--- config.mk ---
export PLATFORM = sky130hd
export DESIGN_NAME = fifo_block_reader
export DESIGN_NICKNAME = d
export VERILOG_FILES = /design/src/rtl/fifo_block_reader.sv
export SDC_FILE = /design/constraint.sdc
export NUM_CORES = 1
export LEC_CHECK = 0
export ABC_AREA = 1
export CAP_MARGIN = 25
export CORE_AREA = 4 4 116 118
export CTS_BUF_LIST = sky130_fd_sc_hd__clkbuf_4 sky130_fd_sc_hd__clkbuf_8
export DETAILED_ROUTE_END_ITERATION = 8
export DIE_AREA = 0 0 120 122
export PLACE_DENSITY = 0.77
export SETUP_SLACK_MARGIN = 0.02
export SYNTH_ARGS = -nofsm -noshare
export SYNTH_HDL_FRONTEND = slang
export SYNTH_SLANG_ARGS = --single-unit
--- constraint.sdc ---
create_clock -name clk -period 1.3 [get_ports clk]
set_input_delay 0.39 -clock clk [delete_from_list [all_inputs] [get_ports clk]]
set_output_delay 0.39 -clock clk [all_outputs]
set_load 0.005 [all_outputs]
--- src/rtl/fifo_block_reader.sv ---
// Drains a show-ahead byte FIFO and assembles fixed-size blocks for the AES core.
// A flushed partial block is completed with PAD_BYTE and marked with block_last.
module fifo_block_reader #(
   parameter int                  NUMBITS    = 8,
   parameter int                  BLOCKBYTES = 16,
   parameter int                  CNTBITS    = 5,
   parameter logic [NUMBITS-1:0]  PAD_BYTE   = '0
) (
   input  logic                            clk,
   input  logic                            n_rst,
   input  logic                            fifo_empty,
   input  logic [NUMBITS-1:0]              fifo_r_data,
   output logic                            fifo_r_enable,
   input  logic                            flush,
   input  logic                            block_ready,
   output logic                            block_valid,
   output logic [NUMBITS*BLOCKBYTES-1:0]   block_data,
   output logic                            block_last,
   output logic [CNTBITS-1:0]              bytes_held
);

   localparam int              DW       = NUMBITS * BLOCKBYTES;
   localparam logic [CNTBITS-1:0] LAST_IDX = CNTBITS'(BLOCKBYTES - 1);
   localparam logic [CNTBITS-1:0] FULL_CNT = CNTBITS'(BLOCKBYTES);

   typedef enum logic [1:0] {FILL, PAD, PRESENT} state_t;

   state_t state;
   logic   flush_pend;

   assign fifo_r_enable = (state == FILL) && !fifo_empty;

   always_ff @(posedge clk or negedge n_rst) begin
      if (!n_rst) begin
         state       <= FILL;
         flush_pend  <= 1'b0;
         block_valid <= 1'b0;
         block_data  <= '0;
         block_last  <= 1'b0;
         bytes_held  <= '0;
      end else begin
         case (state)
            FILL: begin
               if (fifo_r_enable) begin
                  block_data <= {block_data[DW-NUMBITS-1:0], fifo_r_data};
                  if (bytes_held == LAST_IDX) begin
                     // A flush coinciding with the final pop is absorbed by this block.
                     state       <= PRESENT;
                     bytes_held  <= FULL_CNT;
                     block_valid <= 1'b1;
                     block_last  <= 1'b0;
                     flush_pend  <= 1'b0;
                  end else begin
                     bytes_held  <= bytes_held + CNTBITS'(1);
                     flush_pend  <= flush_pend | flush;
                  end
               end else if (flush_pend && bytes_held != '0) begin
                  state      <= PAD;
                  flush_pend <= 1'b1;
               end else begin
                  // Pending flush on an empty block is dropped: no empty blocks.
                  flush_pend <= flush;
               end
            end
            PAD: begin
               block_data <= {block_data[DW-NUMBITS-1:0], PAD_BYTE};
               if (bytes_held == LAST_IDX) begin
                  state       <= PRESENT;
                  bytes_held  <= FULL_CNT;
                  block_valid <= 1'b1;
                  block_last  <= 1'b1;
                  flush_pend  <= flush;
               end else begin
                  bytes_held  <= bytes_held + CNTBITS'(1);
                  flush_pend  <= flush_pend | flush;
               end
            end
            PRESENT: begin
               flush_pend <= flush_pend | flush;
               if (block_ready) begin
                  state       <= FILL;
                  block_valid <= 1'b0;
                  block_last  <= 1'b0;
                  bytes_held  <= '0;
               end
            end
            default: state <= FILL;
         endcase
      end
   end

endmodule

==> results.toml <==
[outcome]
result_of_the_run = "finished with violations"
failed_checks = "setup timing"

[yosys]
synth_sequential_area_ratio = 0.626
ys_types = 23
syn-cell-area_sq_mm = 0.00552
synthCells = 617
syn_area_per_cell_sq_um = 8.94
yosys_register_bits = 138
ys_warn_count = 0
syn_nets = 638

[detailed_routing]
vias = 6369
vias_per_cell = 5.25
initialDrtViolationCount = 540
routed_wirelength_mm = 25.4
drt_pass1_iterations = 5
post-route-drc-count = 0
route.detailed.wl_per_inst_um = 21.0
final_antenna_net_count = 0

[setup_path]
criticalPathCategory = "reg -> out"
worst_ep_arrival_time_ns = 1.39
critPathRequiredTime_ns = 0.91
critical_path_peak_fanout = 2
start_kind = "flop"
timing.critical_path.to_type = "output pin"

[pwr]
power_per_cell_area_mw_per_mm2 = 3200
p_leak_nw = 6.28
maximum_vdd_drop_uv = 2190
power_total_mw = 34.0

[global_route]
maximum_number_of_pins_on_one_net_before_global_route_repair = 39
globalRouteOverflowTotal = 0
grt_util_all_layers = 0.286
vias_in_the_first_global_route = 6122
grt_pass1_wl_mm = 32.1
grt_antenna_before_repair = 0

[sta]
final.period_utilization = 1.37
setup_viol = 274
layout_min_cycle_time_ns = 1.78
worstMarginPinSlew_ns = 0.410
rsz0062_at_grt = "yes"
fin_skew_ns = 0.0144
final_max_slew_viol_count = 0
hold_viol = 0
setup_slack_ns = -0.479
max_clock_freq_mhz = 562
worst_slew_margin_rel = 0.727

[cells_and_area]
post-route-cell-area_sq_mm = 0.0106
fin_cells = 1214
area_delta_synth_final_pct = 92.6
n_antenna_cell = 0
post_route_cells_drive_above_1_share = 0.622
final_nets = 1051
filler_cell_count = 589
most_used_cells_in_the_layout_excluding_fill_and_tap_cells = "206 x sky130_fd_sc_hd__buf_4, 176 x sky130_fd_sc_hd__nand2_1, 138 x sky130_fd_sc_hd__dfrtp_1"
final_common_cell = "sky130_fd_sc_hd__buf_4"

[job]
maxCapViolCount = 0

[placed_design]
post-dp-hpwl_mm = 10.9
place_inst = 1015
placement.cell_area_sq_mm = 0.00801
port-buffer-count = 148
gpl.final_weighted_congestion = 0.813

[die]
floorplan.initialDensity = 0.443
fp.dieW_um = 120
num_io_pins = 149
die_y_um = 122
area_of_the_die_sq_mm = 0.0146
core-area_sq_mm = 0.0125
floorplan.rows = 41

[cts]
clk_latency_ns = 0.47
cts.path.max_buffers = 2
cts_tree = "built"
htree_num_levels = 4
cts.sinks = 138
number_of_buffers_added_by_the_clock_tree_synthesis_step = 17
clock_tree.root_cell = "sky130_fd_sc_hd__clkbuf_8"
clk_pin_slew_ns = 0.08

[worst_hold_path]
min-delay-path-class = "in -> async"
per-stage QoR:
stage          utilization  hold WS (ns)  worst slack (ns)  setup TNS, ns
4_1_cts              0.763         0.425            -0.409         -56.41
3_5_place_dp         0.643         0.327            -0.579         -62.69
6_report             0.853         0.417            -0.479         -60.78
5_1_grt              0.853         0.430            -0.534         -71.49
2_1_floorplan            -        0.0944           -0.0803          -5.51
3_3_place_gp         0.643         0.327            -0.578         -59.29
final cells by class:
| type | instances | area, sq um | area share |
|---|---|---|---|
| well taps | 172 | 215 | 0.0202 |
| clock buffers | 26 | 339 | 0.0319 |
| flip-flops and latches | 138 | 3450 | 0.325 |
| clock inverters | 5 | 58.8 | 0.00553 |
| repair inverters | 2 | 27.5 | 0.00259 |
| repair buffers | 421 | 3750 | 0.353 |
| multi-input cells | 414 | 2610 | 0.246 |
| inverters | 36 | 174 | 0.0164 |
layer usage:
| metal | GRT usage | vias to the layer above | share of wire |
|---|---|---|---|
| met5 | 0 | - | 0 |
| met4 | 0.117 | 0 | 0.048 |
| met3 | 0.0747 | 107 | 0.071 |
| met2 | 0.519 | 365 | 0.53 |
| met1 | 0.321 | 3163 | 0.35 |
| li1 | - | 2734 | - |
critical path, stage by stage, from the launching register on:
cell	delay, ns
sky130_fd_sc_hd__dfrtp_1	0.42
sky130_fd_sc_hd__inv_2	0.10
sky130_fd_sc_hd__ha_4	0.16
sky130_fd_sc_hd__inv_4	0.04
sky130_fd_sc_hd__nor2_4	0.08
sky130_fd_sc_hd__buf_2	0.12
cells in the mapped netlist:
cell | instances | area share
sky130_fd_sc_hd__o21ai_0 | 33 | 0.030
sky130_fd_sc_hd__o22ai_1 | 1 | 0.0011
sky130_fd_sc_hd__nand3_4 | 1 | 0.0032
sky130_fd_sc_hd__o21ai_1 | 6 | 0.0054
sky130_fd_sc_hd__clkbuf_1 | 1 | 0.00068
sky130_fd_sc_hd__a21boi_2 | 1 | 0.0020
sky130_fd_sc_hd__nor2_1 | 13 | 0.0088
sky130_fd_sc_hd__dfrtp_1 | 138 | 0.63
sky130_fd_sc_hd__nor3_1 | 1 | 0.00091
sky130_fd_sc_hd__nor3_2 | 1 | 0.0018
sky130_fd_sc_hd__o31ai_1 | 1 | 0.0014
sky130_fd_sc_hd__nand2_2 | 3 | 0.0034
sky130_fd_sc_hd__inv_1 | 34 | 0.023
sky130_fd_sc_hd__a21oi_1 | 6 | 0.0054
sky130_fd_sc_hd__buf_4 | 12 | 0.016
sky130_fd_sc_hd__inv_4 | 1 | 0.0011
sky130_fd_sc_hd__ha_1 | 8 | 0.018
sky130_fd_sc_hd__nand2_1 | 327 | 0.22
sky130_fd_sc_hd__or2_4 | 1 | 0.0016
sky130_fd_sc_hd__buf_6 | 2 | 0.0041
sky130_fd_sc_hd__nand3_1 | 11 | 0.010
sky130_fd_sc_hd__inv_2 | 1 | 0.00068
sky130_fd_sc_hd__buf_2 | 14 | 0.013
cells by family (layout without fill, tap and decap cells):
group	Yosys count	count (layout)	synth area share
flip-flops	138	138	0.626
AO/OA/AOI/OAI	48	48	0.0453
AND/OR/NAND/NOR	358	358	0.252
buffers and inverters	65	490	0.0587
adder cells (fa/ha/maj)	8	8	0.0181
flip-flops by register name (all words and copies together), names as in the netlist:
signal and count:
block_data 128, block_last 1, block_valid 1, bytes_held 5
flush_pend 1, state 2
where the power goes:
part	total, mW	switching [mW]	internal, mW
logic	23.4	11.1	12.2
clock network	3.65	1.77	1.88
registers	7.03	1.09	5.94
total	34.0	14.0	20.0
what timing repair did:
action,in CTS,in global routing
hold endpoints to repair,32,0
endpoints found under the setup margin,274,274
pin swaps,20,32
setup buffers,77,63
gates resized for setup,720,166
hold buffers,1,0
cloned,22,14
final timing paths:
kind	startpoint	to	slack, ns	depth (start not counted)
max	state[1]	fifo_r_enable	-0.48	5
min	n_rst	block_data[123]	0.42	2
min reg2reg	block_data[118]	block_data[126]	0.54	2
max in group asynchronous	n_rst	block_data[85]	0.37	3
min in group clk	fifo_r_data[1]	block_data[1]	0.50	3
max reg2reg	state[1]	block_data[64]	-0.45	12
(Power assumes the default switching activity.)
